==> src/rtl/apu_region_table_pkg.sv <==
// Shared encodings for the APU region table: permission codes, config field
// codes and attribute bit positions.
package apu_region_table_pkg;

    localparam int unsigned DEFAULT_CMP_W = 28;

    localparam logic [1:0] PERM_OPEN = 2'b00;
    localparam logic [1:0] PERM_RP   = 2'b01;
    localparam logic [1:0] PERM_WP   = 2'b10;
    localparam logic [1:0] PERM_RWP  = 2'b11;

    typedef enum logic [1:0] {
        CFG_FIELD_BASE  = 2'd0,
        CFG_FIELD_LIMIT = 2'd1,
        CFG_FIELD_ATTR  = 2'd2,
        CFG_FIELD_CTRL  = 2'd3
    } cfg_field_e;

    localparam int unsigned ATTR_RP = 0;
    localparam int unsigned ATTR_WP = 1;
    localparam int unsigned ATTR_EN = 2;
    localparam int unsigned ATTR_W  = 3;

    localparam logic [3:0] CFG_LOCK_IDX = 4'd15;

    function automatic logic [1:0] attr_perm(input logic [ATTR_W-1:0] attr);
        return {attr[ATTR_WP], attr[ATTR_RP]};
    endfunction

endpackage

==> src/rtl/apu_region_match.sv <==
// Single-region address compare: hit when enabled and base <= addr < limit.
// An inverted window (base >= limit) can never satisfy both bounds.
module apu_region_match
    import apu_region_table_pkg::*;
#(
    parameter int unsigned CMP_W = DEFAULT_CMP_W
) (
    input  logic [CMP_W-1:0] addr_i,
    input  logic [CMP_W-1:0] base_i,
    input  logic [CMP_W-1:0] limit_i,
    input  logic             en_i,
    output logic             match_o
);

    assign match_o = en_i && (base_i <= addr_i) && (addr_i < limit_i);

endmodule

==> src/rtl/apu_region_table.sv <==
// Programmable multi-region access-permission unit with violation log.
// Optional configuration lock enabled by defining APU_CFG_LOCK_EN.
module apu_region_table
    import apu_region_table_pkg::*;
#(
    parameter int unsigned NUM_REGIONS = 4,
    parameter int unsigned ADDR_W      = 32,
    parameter int unsigned CMP_W       = DEFAULT_CMP_W,
    parameter int unsigned CNT_W       = 16,
    localparam int unsigned RGN_W      = (NUM_REGIONS > 1) ? $clog2(NUM_REGIONS) : 1
) (
    input  logic              ACLK,
    input  logic              ARESETN,
    input  logic              req_valid,
    output logic              req_ready,
    input  logic [ADDR_W-1:0] req_addr,
    input  logic              req_write,
    output logic              resp_valid,
    input  logic              resp_ready,
    output logic [1:0]        resp_perm,
    output logic              resp_grant,
    output logic              resp_hit,
    output logic [RGN_W-1:0]  resp_region,
    input  logic              cfg_we,
    input  logic [3:0]        cfg_idx,
    input  logic [1:0]        cfg_field,
    input  logic [CMP_W-1:0]  cfg_wdata,
    input  logic              viol_clr,
    output logic              viol_valid,
    output logic [ADDR_W-1:0] viol_addr,
    output logic              viol_write,
    output logic [CNT_W-1:0]  viol_cnt
);

    logic [CMP_W-1:0]  base_q  [NUM_REGIONS];
    logic [CMP_W-1:0]  limit_q [NUM_REGIONS];
    logic [ATTR_W-1:0] attr_q  [NUM_REGIONS];

    logic [NUM_REGIONS-1:0] match;
    logic                   hit_d;
    logic [RGN_W-1:0]       region_d;
    logic [1:0]             perm_d;
    logic                   grant_d;

    logic              resp_valid_q, resp_grant_q, resp_hit_q, resp_write_q;
    logic [1:0]        resp_perm_q;
    logic [RGN_W-1:0]  resp_region_q;
    logic [ADDR_W-1:0] resp_addr_q;

    logic              viol_valid_q, viol_write_q;
    logic [ADDR_W-1:0] viol_addr_q;
    logic [CNT_W-1:0]  viol_cnt_q;

    logic req_fire, resp_fire, viol_evt, cfg_ok;

    for (genvar g = 0; g < NUM_REGIONS; g++) begin : g_match
        apu_region_match #(.CMP_W(CMP_W)) u_match (
            .addr_i  (req_addr[CMP_W-1:0]),
            .base_i  (base_q[g]),
            .limit_i (limit_q[g]),
            .en_i    (attr_q[g][ATTR_EN]),
            .match_o (match[g])
        );
    end

    // Lowest matching index wins.
    always_comb begin
        hit_d    = 1'b0;
        region_d = '0;
        perm_d   = PERM_OPEN;
        for (int unsigned i = 0; i < NUM_REGIONS; i++) begin
            if (match[i] && !hit_d) begin
                hit_d    = 1'b1;
                region_d = RGN_W'(i);
                perm_d   = attr_perm(attr_q[i]);
            end
        end
        grant_d = !(req_write ? perm_d[1] : perm_d[0]);
    end

    // Held low during reset so every output reads 0 while ARESETN is asserted.
    assign req_ready = ARESETN && (!resp_valid_q || resp_ready);
    assign req_fire  = req_valid && req_ready;
    assign resp_fire = resp_valid_q && resp_ready;
    assign viol_evt  = resp_fire && !resp_grant_q;

`ifdef APU_CFG_LOCK_EN
    logic lock_q;
    logic lock_set;

    assign lock_set = cfg_we && (cfg_idx == CFG_LOCK_IDX) && (cfg_field == CFG_FIELD_CTRL);
    assign cfg_ok   = cfg_we && !lock_q;

    always_ff @(posedge ACLK) begin
        if (!ARESETN) begin
            lock_q <= 1'b0;
        end else if (lock_set) begin
            lock_q <= 1'b1;
        end
    end
`else
    assign cfg_ok = cfg_we;
`endif

    // Out-of-range indices match no entry and fall through silently.
    always_ff @(posedge ACLK) begin
        if (!ARESETN) begin
            for (int unsigned i = 0; i < NUM_REGIONS; i++) begin
                base_q[i]  <= '0;
                limit_q[i] <= '0;
                attr_q[i]  <= '0;
            end
        end else if (cfg_ok) begin
            for (int unsigned i = 0; i < NUM_REGIONS; i++) begin
                if (cfg_idx == 4'(i)) begin
                    case (cfg_field)
                        CFG_FIELD_BASE:  base_q[i]  <= cfg_wdata;
                        CFG_FIELD_LIMIT: limit_q[i] <= cfg_wdata;
                        CFG_FIELD_ATTR:  attr_q[i]  <= cfg_wdata[ATTR_W-1:0];
                        default: ;
                    endcase
                end
            end
        end
    end

    always_ff @(posedge ACLK) begin
        if (!ARESETN) begin
            resp_valid_q  <= 1'b0;
            resp_perm_q   <= '0;
            resp_grant_q  <= 1'b0;
            resp_hit_q    <= 1'b0;
            resp_region_q <= '0;
            resp_addr_q   <= '0;
            resp_write_q  <= 1'b0;
        end else if (req_fire) begin
            resp_valid_q  <= 1'b1;
            resp_perm_q   <= perm_d;
            resp_grant_q  <= grant_d;
            resp_hit_q    <= hit_d;
            resp_region_q <= region_d;
            resp_addr_q   <= req_addr;
            resp_write_q  <= req_write;
        end else if (resp_ready) begin
            resp_valid_q  <= 1'b0;
        end
    end

    // A coinciding clear restarts the log with the new violation.
    always_ff @(posedge ACLK) begin
        if (!ARESETN) begin
            viol_valid_q <= 1'b0;
            viol_addr_q  <= '0;
            viol_write_q <= 1'b0;
            viol_cnt_q   <= '0;
        end else if (viol_evt) begin
            if (viol_clr) begin
                viol_cnt_q <= CNT_W'(1);
            end else if (viol_cnt_q != '1) begin
                viol_cnt_q <= viol_cnt_q + CNT_W'(1);
            end
            if (!viol_valid_q || viol_clr) begin
                viol_valid_q <= 1'b1;
                viol_addr_q  <= resp_addr_q;
                viol_write_q <= resp_write_q;
            end
        end else if (viol_clr) begin
            viol_cnt_q   <= '0;
            viol_valid_q <= 1'b0;
        end
    end

    assign resp_valid  = resp_valid_q;
    assign resp_perm   = resp_perm_q;
    assign resp_grant  = resp_grant_q;
    assign resp_hit    = resp_hit_q;
    assign resp_region = resp_region_q;
    assign viol_valid  = viol_valid_q;
    assign viol_addr   = viol_addr_q;
    assign viol_write  = viol_write_q;
    assign viol_cnt    = viol_cnt_q;

endmodule

==> config.mk <==
export PLATFORM = sky130hd
export DESIGN_NAME = apu_region_table
export DESIGN_NICKNAME = d
export VERILOG_FILES = /design/src/rtl/apu_region_table_pkg.sv /design/src/rtl/apu_region_match.sv /design/src/rtl/apu_region_table.sv
export SDC_FILE = /design/constraint.sdc
export NUM_CORES = 1
export LEC_CHECK = 0
export ABC_AREA = 1
export CAP_MARGIN = 20
export CORE_MARGIN = 2
export CORE_UTILIZATION = 64
export CTS_CLUSTER_DIAMETER = 40
export DETAILED_ROUTE_END_ITERATION = 6
export MAX_ROUTING_LAYER = met4
export PLACE_DENSITY = 0.86
export SLEW_MARGIN = 5
export SYNTH_ARGS = -nofsm -noshare
export SYNTH_HDL_FRONTEND = slang
export SYNTH_SLANG_ARGS = --single-unit
==> constraint.sdc <==
create_clock -name ACLK -period 9.77 [get_ports ACLK]
set_clock_uncertainty 0.05 [all_clocks]
set_input_delay 1.954 -clock ACLK [delete_from_list [all_inputs] [get_ports ACLK]]
set_output_delay 1.954 -clock ACLK [all_outputs]
set_load 0.05 [all_outputs]
# Yosys cells after proc, flatten, opt, wreduce, memory -nomap -nowiden

Memories as Yosys holds them, arrays and structs flattened.
Cells that the tools add are included.

Register bits: 90
RAM bits: 236
Input port bits: 73
Output and inout port bits: 58
Word-level logic and storage cells: 159
Memories: 3

Memories:

| name    | words | width | rd ports | clocked after Yosys merged registers in | wr ports | line                   | text |
|---|---|---|---|---|---|---|---|
| base_q  | 4     | 28    | 4        | 0                                       | 4        | apu_region_table.sv:35 | `logic [CMP_W-1:0] base_q [NUM_REGIONS];` |
| limit_q | 4     | 28    | 4        | 0                                       | 4        | apu_region_table.sv:36 | `logic [CMP_W-1:0] limit_q [NUM_REGIONS];` |
| attr_q  | 4     | 3     | 4        | 0                                       | 4        | apu_region_table.sv:37 | `logic [ATTR_W-1:0] attr_q [NUM_REGIONS];` |

$add $sub $neg: 1
Magnitude comparators: 8
Eq/ne operators: 7
Muxes and demuxes: 85
Bitwise operators: 12
Reductions and logical operators: 32

Operator list:

| cell                  | count |
|---|---|
| $mux 28               | 8 |
| $le 28x28->1          | 4 |
| $lt 28x28->1          | 4 |
| $mux 16               | 4 |
| $mux 1                | 63 |
| $add 16x1->16 const B | 1 |
| $ne 16x16->1 const B  | 1 |
| $logic_and 1x1->1     | 15 |
| $mux 2                | 6 |
| $mux 3                | 4 |
| $or 1x1->1            | 12 |
| $eq 4x2->1 const B    | 2 |
| $logic_not 1->1       | 7 |
| $reduce_and 2->1      | 3 |
| $reduce_bool 2->1     | 3 |
| $eq 4x1->1 const B    | 1 |
| $logic_not 4->1       | 1 |
| $eq 2x1->1 const B    | 1 |
| $eq 2x2->1 const B    | 1 |
| $logic_not 2->1       | 1 |
| $logic_or 1x1->1      | 2 |
| $ne 2x1->1 const B    | 1 |

# Longest topological paths before layout

Gate-level depths: netlist of run 1.
An unclocked memory read counts as a cell.

Word-level depth: 16
Mapped depth: 22
Depth with buffers taken out: 22

# Cells and area by module

From an unflattened synthesis of run 1, not the netlist that was laid out.

Cell total of the unflattened synthesis: 2092
Area, all modules: 18441.4 um^2

Modules (own cells, without submodules):

| module                                    | instances | cells an instance | area an instance (um^2) | sequential area each (um^2) |
|---|---|---|---|---|
| apu_region_table                          | 1         | 1095              | 12303.0                 | 8888.5 |
| apu_region_match (g_match[0].u_match ...) | 3         | 244               | 1519.0                  | 0.0 |
| apu_region_match (g_match[2].u_match)     | 1         | 265               | 1581.5                  | 0.0 |

# Worst setup path after synthesis of run 1

No wires, ideal clock.

Kind: input to register
Start point: input port cfg_idx[3]
End point: memory limit_q[0][0] (netlist bit), enable pin
Setup time: 452 ps
Data arrival time: 4524 ps
Data required time: 9268 ps
Setup slack: 4744 ps
Cell stages on the path: 5
Buffers on the path: 0
Path through: nor2_1 > inv_1 > nor3_1 > inv_1 > o21ai_0

RTL lines:

| item               | line                   | text |
|---|---|---|
| start: declaration | apu_region_table.sv:25 | `input logic [3:0] cfg_idx,` |
| end: declaration   | apu_region_table.sv:36 |  |

# Worst setup path in the final report of run 1

Start point: input port ARESETN
End point: output port req_ready

Word-level cells in the longest chain between the ends: 1

Ends and longest elaborated chain:

| item               | line                   | text |
|---|---|---|
| start: declaration | apu_region_table.sv:13 | `input logic ARESETN,` |
| $logic_and 1x1->1  | apu_region_table.sv:82 | `assign req_ready = ARESETN && (!resp_valid_q \|\| resp_ready);` |
| end: declaration   | apu_region_table.sv:15 | `output logic req_ready,` |

No other way between the ends.

==> metrics.txt, run 1 <==
Final Max Slew Viols 0; Synth cell types 38; DR WL/cell approximately 18 um; CTS resizes 0; Area Growth Syn to Fin 17.7%; top cells by count, synth nor2_1 (383), nand2_1 (336), inv_1 (278); GR peak layer met2; grt met2 use 0.512; Buffers on Ports 130; CTS tree done; CTS root buf clkbuf_16; hold_buf cts 0; Placer Congestion 0.930; Die X 169 um; Detailed Route WL about 44000 um; met3 Use GR 0.0501; total congestion overflow 0; yosys warns 0; crit end category primary output; Seq/Total Area, Yosys 0.509; switching power summed over all nets 946 uW; TritonRoute pass-1 iters 6; vias in the first global route 13973; Slew @ Worst Pin 0.972 ns; Final Non-Filler Cells 2453; #FFs+latches synth around 330; P_leak 0.00941 uW; sequential share of power 0.442; Int Power 2640 uW; post-synthesis average cell area 9.03 sq um; Total GRT Usage 0.317; cell count after synthesis 1934; Highest Clock Rate 0.159 GHz; Core Area between 20000 and 30000 sq um; initial antenna violation count 0; vias per inst 5.79; Die H approximately 170 um; max_slew headroom 0.350; unrepaired setup endpoints after global routing false; met1 Track Usage GR 0.389; Synth async-reset ratio 0; diode count 0; fin area about 20000 sq um; Setup TNS 0 ns; sw frac 0.264; drt initial violations 1394; DRC violation count after routing 0; cell area after synthesis between 15000 and 20000 sq um; Initial Utilization 0.649; Synth area leader edfxtp_1; Sink Count 326; H-tree depth 2; CTS Buf Count 42; Reg clk slew, reported paths 0.06 ns; clock latency at the later pin of the worst-skew pair 0.54 ns; DPL Wire Length 30600 um; # IOs 131; top cell type's share of synthesized area 0.406; routed via count around 14000; most common cell in the synthesized netlist nor2_1; Hold/Removal Path Class flop to flop; Fin. Hold Viols 0; placed cell count about 2400; cell area after placement 19100 sq um; Net count, final 2373; antenna violation net count after detailed routing 0; pin count of the biggest net entering global routing 96; Period minus WS final 6.30 ns; CTS max path bufs 3; # rows 60; crit path DAT 4.29 ns; endpoints failing setup 0; Comb pwr share 0.131; final worst-path cycle share 0.644; EDFF count, synth 236; top cells by area, synth edfxtp_1 (41%), ha_1 (16%), dfxtp_1 (10%); Syn Nets 2228; post-CTS setup buffer count 0; dominant synthesized flop cell edfxtp_1; Worst setup SP type input pin; Clock Power Share 0.427; share of cells above drive strength 1 0.0488; first-pass GRT wire length slightly below 70000 um; Worst EP required approximately 7.8 ns; peak supply drop 0.149 mV; max-cap violations 0; Die ar. approximately 29000 sq um; critical path peak fanout between 90 and 100; Pwr per Cell Area between 150 and 200 nW/um^2; WS Path Type input pin to primary output; status completed
[layout make-up]
type,count,area (sq um)
Clock buffer,53,1180
Fill cell,1640,6320
Sequential cell,326,8890
Timing Repair Buffer,146,1440
Inverter,280,1050
Multi-Input combinational cell,1283,7350
Tap cell,341,427
Clock inverter,24,213
[cell usage in the layout, fill, tap and decap left out, types with 3 or more instances in the layout]
master / netlist / routed
clkinv_4: 0 / 6
nand2_2: 2 / 4
clkbuf_16: 0 / 44
edfxtp_1: 236 / 236
o21ai_0: 84 / 83
clkinv_1: 2 / 5
nor2_2: 3 / 3
inv_4: 0 / 3
a21oi_1: 99 / 99
clkinv_2: 0 / 4
dfxtp_1: 90 / 90
clkbuf_8: 0 / 5
clkdlybuf4s50_1: 0 / 129
a221oi_1: 3 / 3
inv_1: 278 / 278
a21o_1: 13 / 13
buf_4: 0 / 15
nand2_1: 336 / 334
clkbuf_1: 41 / 4
o21bai_1: 3 / 3
nand3_2: 2 / 3
nor3_1: 11 / 11
nor2_1: 383 / 383
nand3_1: 80 / 79
o21a_1: 3 / 3
ha_1: 221 / 221
nand4_1: 17 / 17
inv_6: 0 / 4
[worst max-delay path, stage by stage]
cell             delay [ns]
buf_2                  0.08
buf_4                  0.65
inv_1                  0.44
nor2_1                 0.29
clkdlybuf4s50_1        0.85
[metrics by stage]
stage | total power (uW) | utilization | setup slack, ns | hold slack (ns)
after floorplan | 1900 | - | 4.74 | 0.380
after global placement | 2030 | 0.712 | 3.56 | 0.387
after detailed placement | 2060 | 0.712 | 3.51 | 0.396
after CTS | 3570 | 0.764 | 3.49 | 0.413
after global routing | 3700 | 0.765 | 3.29 | 0.432
final | 3580 | 0.765 | 3.47 | 0.411
[power by group through the flow]
stage / Clock, uW / Combinational [uW] / Sequential [uW]
floorplan: 0 / 251 / 1640
global placement: 0 / 426 / 1610
detailed placement: 0 / 453 / 1610
CTS: 1530 / 462 / 1580
global route: 1590 / 518 / 1590
finish: 1530 / 469 / 1580
[worst paths after layout]
| check | start | endpoint | slack (ns) | depth (start not counted) |
|---|---|---|---|---|
| hold reg to reg | resp_perm[0] | resp_perm[0] | 0.41 | 2 |
| hold / removal | resp_perm[0] | resp_perm[0] | 0.41 | 2 |
| setup / recovery | ARESETN | req_ready | 3.47 | 5 |
| setup reg to reg | resp_grant | viol_addr[30] | 6.81 | 5 |
[flip-flops by register name (all words and copies together), names as in the netlist, 2 cells and up]
signal / count
attr_q: 12
base_q: 112
limit_q: 112
resp_addr_q: 32
resp_perm: 2
resp_region: 2
viol_addr: 32
viol_cnt: 16
[layer usage]
layer / share of wire / vias up / wire [um]
met5: 0 / - / 0
met4: 0.052 / 0 / 2280
met3: 0.093 / 153 / 4090
met2: 0.47 / 749 / 20600
met1: 0.39 / 6629 / 17100
li1: - / 6663 / -
[logic make-up (layout without fill, tap and decap cells)]
kind of cell / count (synthesis) / after routing / share of synthesized area
XOR/XNOR: 1 / 1 / 0.000502
AND/OR/NAND/NOR: 847 / 847 / 0.195
AO/OA/AOI/OAI: 214 / 214 / 0.0662
buffers and inverters: 325 / 503 / 0.0703
adder cells (fa/ha/maj): 221 / 221 / 0.158
flip-flops: 326 / 326 / 0.509
(Power assumes the default switching activity.)
==> inputs of run 2 (changes only) <==
--- a/config.mk
+++ b/config.mk
@@ -8,11 +8,11 @@
 export ABC_AREA = 1
 export CAP_MARGIN = 20
 export CORE_MARGIN = 2
-export CORE_UTILIZATION = 64
+export CORE_UTILIZATION = 54
 export CTS_CLUSTER_DIAMETER = 40
 export DETAILED_ROUTE_END_ITERATION = 6
 export MAX_ROUTING_LAYER = met4
-export PLACE_DENSITY = 0.86
+export PLACE_DENSITY = 0.77
 export SLEW_MARGIN = 5
 export SYNTH_ARGS = -nofsm -noshare
 export SYNTH_HDL_FRONTEND = slang
==> constraint.sdc (replaced) <==
create_clock -name ACLK -period 5.6 [get_ports ACLK]
set_clock_uncertainty 0.05 [all_clocks]
set_input_delay 1.12 -clock ACLK [delete_from_list [all_inputs] [get_ports ACLK]]
set_output_delay 1.12 -clock ACLK [all_outputs]
set_load 0.05 [all_outputs]
==> run 2 against run 1 <==
  * The flow now finishes with violations (DRC)
  * Clock power rose by 88%
  * Global-route usage fell by 3.9 points
  * Register-to-register slack got worse by 3.9 ns
  * Utilization fell by 11 points
  * Largest power group is now the clock network
  * Highest routed layer unchanged
==> metrics.txt, run 2 (same netlist as run 1, synthesis figures left out) <==
Worst EP required 4.43 ns; CTS root buf clkbuf_16; antenna violation net count after detailed routing 0; Slew @ Worst Pin 0.954 ns; share of cells above drive strength 1 0.0496; Die H 184 um; Area Growth Syn to Fin 18.7%; Setup TNS 0 ns; Hold/Removal Path Class flop to flop; Top Registers base_q (112), limit_q (112); # IOs 131; fill count 2537; Detailed Route WL 45500 um; vias in the first global route ~13000; Core Area 31700 sq um; drt initial violations between 1000 and 1500; status complete, but fails checks; max_slew headroom 0.364; max-cap violations 0; Reg2Reg Depth 15; Die ar. 33800 sq um; # rows 65; DRC violation count after routing 3; Final Non-Filler Cells around 2500; crit end category primary output; final worst-path cycle share 0.681; CTS max path bufs 3; Fin. Hold Viols 0; P_leak 0.00942 uW; DPL Wire Length 32600 um; Final Max Slew Viols 0; Net count, final about 2400; vias per inst 5.51; R2R setup slack 2.87 ns; hold path start resp_addr_q[29]; endpoints failing setup 0; total congestion overflow 0; clock latency at the later pin of the worst-skew pair 0.54 ns; critical path peak fanout 2; commonest cells after routing, fill and taps aside nor2_1 (383), nand2_1 (332), inv_1 (278); Total GRT Usage 0.278; unrepaired setup endpoints after global routing false; Period minus WS final 3.81 ns; Sink Count 326; Highest Clock Rate 0.262 GHz; CTS resizes 0; Reg clk slew, reported paths 0.06 ns; crit path DAT 2.64 ns; DR WL/cell 18.1 um; Hold Crit Depth 2; initial antenna violation count 1; Pwr per Cell Area just over 300 nW/um^2; reg2reg end resp_grant; Worst setup SP type input pin; placed cell count 2435; first-pass GRT wire length 70400 um; Die X 184 um; hold_buf cts 0; CTS tree done; Initial Utilization 0.550; post-CTS setup buffer count 0; H-tree depth 2; pin count of the biggest net entering global routing 95; CTS Buf Count 44; peak supply drop 0.241 mV; TritonRoute pass-1 iters 7; Buffers on Ports 130; hold endpoint resp_addr_q[29]; Placer Congestion 0.913; total power between 6000 and 7000 uW; WS Path Type input pin to primary output; most common cell after layout, fill and taps aside nor2_1; Reg2Reg Launch Point limit_q[0][23]; failing checks DRC; routed via count between 10000 and 15000
==> run 2: how the worst max path moves through the flow <==
| stage | from | to | slack [ns] | depth (start not counted) |
|---|---|---|---|---|
| after CTS | resp_ready | req_ready | 1.79 | 4 |
| after detailed placement | req_addr[23] | resp_grant | 1.39 | 19 |
| final | resp_ready | req_ready | 1.79 | 4 |
| after floorplan | cfg_idx[3] | limit_q[0][0] | 1.41 | 5 |
| after global placement | req_addr[23] | resp_grant | 1.53 | 19 |
| after global routing | req_addr[23] | resp_grant | 1.64 | 19 |
==> run 2: metrics by stage <==
| stage | instance area (sq um) | utilization | setup WS (ns) | hold slack [ns] |
|---|---|---|---|---|
| 2_1_floorplan | 17500 | - | 1.41 | 0.380 |
| 3_3_place_gp | 19200 | 0.606 | 1.53 | 0.386 |
| 3_5_place_dp | 19200 | 0.606 | 1.39 | 0.397 |
| 4_1_cts | 20700 | 0.653 | 1.79 | 0.405 |
| 5_1_grt | 20700 | 0.653 | 1.64 | 0.441 |
| 6_report | 20700 | 0.653 | 1.79 | 0.411 |
==> run 2: power by group <==
group / switching (uW) / leakage [uW] / internal, uW
Sequential: 55.8 / 0.00298 / 2710
Combinational: 532 / 0.00573 / 280
Clock: 1090 / 0.000713 / 1780
Total: 1680 / 0.00942 / 4770
==> run 2: final cells by class <==
cell class                      instances  area, sq um  share of cell area
Antenna cell                            1         2.50            0.000121
Clock buffer                           53         1170              0.0563
Clock inverter                         29          339              0.0164
Inverter                              280         1050              0.0507
Multi-Input combinational cell       1283         7370               0.356
Sequential cell                       326         8890               0.429
Tap cell                              402          503              0.0243
Timing Repair Buffer                  144         1400              0.0676
==> run 2: critical path, cell delays in order <==
cell	delay [ns]
clkdlybuf4s50_1	0.48
nor2_1	0.06
nor2_1	0.15
clkdlybuf4s50_1	0.83
==> run 2: per-layer routing <==
metal	vias up	part of all wire	GRT usage
met5	-	0	-
met4	0	0.034	0.0938
li1	6668	-	-
met3	90	0.097	0.0493
met1	6521	0.41	0.358
met2	603	0.46	0.447
==> inputs of run 3 (changes only) <==
--- a/config.mk
+++ b/config.mk
@@ -8,11 +8,11 @@
 export ABC_AREA = 1
 export CAP_MARGIN = 20
 export CORE_MARGIN = 2
-export CORE_UTILIZATION = 54
+export CORE_UTILIZATION = 59
 export CTS_CLUSTER_DIAMETER = 40
 export DETAILED_ROUTE_END_ITERATION = 6
 export MAX_ROUTING_LAYER = met4
-export PLACE_DENSITY = 0.77
+export PLACE_DENSITY = 0.8
 export SLEW_MARGIN = 5
 export SYNTH_ARGS = -nofsm -noshare
 export SYNTH_HDL_FRONTEND = slang
==> constraint.sdc (replaced) <==
create_clock -name ACLK -period 3.94 [get_ports ACLK]
set_clock_uncertainty 0.05 [all_clocks]
set_input_delay 0.788 -clock ACLK [delete_from_list [all_inputs] [get_ports ACLK]]
set_output_delay 0.788 -clock ACLK [all_outputs]
set_load 0.05 [all_outputs]
==> run 3 against run 2 <==
  * The run now ends clean
  * Utilization rose by 6.4 points
  * Clock power rose by 31%
  * Non-clock buffer count rose by 22
  * Final cell count did not move
  * Setup slack got worse by 1.2 ns
  * Hold slack got worse by 0.0078 ns
  * Sequential cell count did not move
  * First-iteration DRC count rose by 6.1%
  * Critical path depth rose by 10
  * Sequential share of layout area fell by 0.062 points
  * Largest power group is now sequential cells
==> metrics.txt, run 3 (same netlist as run 1, synthesis figures left out) <==
CP Cell Sequence clkdlybuf4s50_1, inv_1, ha_1, nand2_1, nor2_1, nand4_1, nor2_1, nand2_1, nand2_1, nand2_1, nand2_1, nand2_2, nor4_1, a21oi_1; multi-input logic area 7350 sq um; TritonRoute pass-1 iters 6; # IOs ~130; P_leak roughly 0.0095 uW; vias per inst 5.52; Sink Count between 300 and 400; Most common cell on crit path nand2_1; sw frac 0.259; sequential share of power 0.444; post-CTS setup buffer count 0; Final Max Slew Viols 0; Slew @ Worst Pin 0.951 ns; CTS tree done; DR WL/cell 17.9 um; Top Registers base_q (112), limit_q (112); Die H 176 um; critical path peak fanout 5; Die ar. 31000 sq um; total congestion overflow 0; Initial Utilization 0.603; Comb pwr share 0.131; Hold/Removal Path Class flop to flop; Setup TNS 0 ns; max-cap violations 0; total power roughly 8900 uW; Worst setup SP type input pin; initial antenna violation count 0; # rows 62; Core Area roughly 29000 sq um; Fin. Hold Viols 0; DRC violation count after routing 0; placed cell count 2439; first-pass GRT wire length a little over 70000 um; status completed; Buffers on Ports 130; Total GRT Usage 0.302; CTS max path bufs 3; commonest cells after routing, fill and taps aside nor2_1 (383), nand2_1 (335), inv_1 (278); routed via count 13902; Highest Clock Rate roughly 0.30 GHz; Final Util 0.717; max incr delay on CP 0.63 ns; Period minus WS final 3.30 ns; peak supply drop ~0.32 mV; Place WS around 0.15 ns; switching power summed over all nets ~2300 uW; DPL Wire Length between 30000 and 40000 um; most common cell after layout, fill and taps aside nor2_1; Pwr per Cell Area 427 nW/um^2; crit end category flop; final worst-path cycle share 0.838; vias in the first global route 13412; CTS resizes 0; crit path DAT 3.64 ns; drt initial violations 1290; Net count, final 2395; fill count approximately 2100; Reg clk slew, reported paths 0.05 ns; H-tree depth 2; CTS Buf Count 44; Final Non-Filler Cells 2518; max_slew headroom 0.366; Int Power 6570 uW; pin count of the biggest net entering global routing 95; endpoints failing setup 0; CTS root buf clkbuf_16; Detailed Route WL 45000 um; WS Path Type input pin to flop; Worst EP required approximately 4.3 ns; Crit-path slowest cell clkdlybuf4s50_1; antenna violation net count after detailed routing 0; Setup WS post-layout between 0.6 and 0.7 ns; FF/Latch Area 8890 sq um; diode count 0; share of cells above drive strength 1 0.0548; hold_buf cts 0; Die X around 180 um; Area Growth Syn to Fin 18.9%; Clock Power Share 0.425; clock latency at the later pin of the worst-skew pair 0.54 ns; unrepaired setup endpoints after global routing false; Placer Congestion about 0.98; CP Buf/Inv Count 2; CP delay by family, top simple AND/OR/NAND/NOR gates
run 3: cell count changes in the layout (fill, tap and decap cells not counted), sizes merged:
cell      before  now
clkbuf        53   61
inv          285  282
clkinv        11   15
buf           15   37
bufinv         6    1
clkinvlp       7    0
diode          1    0
run 3: final timing paths:
kind              endpoint  slack [ns]  cells after the start             from
min          viol_addr[30]        0.40                      2  resp_addr_q[30]
max reg2reg       resp_hit        1.21                      9   limit_q[3][27]
max               resp_hit        0.64                     14     req_addr[27]
min reg2reg  viol_addr[30]        0.40                      2  resp_addr_q[30]
run 3: final cells by class:
cell class                      count  share of cell area
Tap cell                          384              0.0232
Inverter                          280              0.0507
Timing Repair Buffer              166              0.0767
Sequential cell                   326               0.428
Multi-Input combinational cell   1283               0.354
Clock inverter                     18             0.00645
Clock buffer                       61              0.0607
run 3: per-stage QoR:
stage | area, sq um | hold slack [ns]
after floorplan | 17500 | 0.380
after CTS | 20700 | 0.402
final | 20700 | 0.403
after global routing | 20700 | 0.433
after detailed placement | 19400 | 0.394
after global placement | 19400 | 0.389
run 3: layer usage:
layer | wire (um) | track usage
met2 | 20100 | 0.470
met1 | 18900 | 0.404
met4 | 1610 | 0.103
met5 | 0 | -
met3 | 4360 | 0.0534
run 3: worst reg2reg max path, cell delays in order (launching register included):
cell	delay, ns
edfxtp_1	0.32
inv_1	0.05
ha_1	0.31
nand4_1	0.19
nor3_1	0.49
nand3_1	0.20
a21oi_1	0.26
nor2_1	0.18
nor4_1	0.46
a21oi_1	0.08
run 3: power groups by stage:
stage | sequential [uW] | clock, uW | combinational [uW]
after floorplan | 4080 | 0 | 622
after global placement | 4000 | 0 | 1090
after detailed placement | 4010 | 0 | 1140
after CTS | 3940 | 3790 | 1150
after global routing | 3950 | 3930 | 1300
final | 3940 | 3770 | 1170
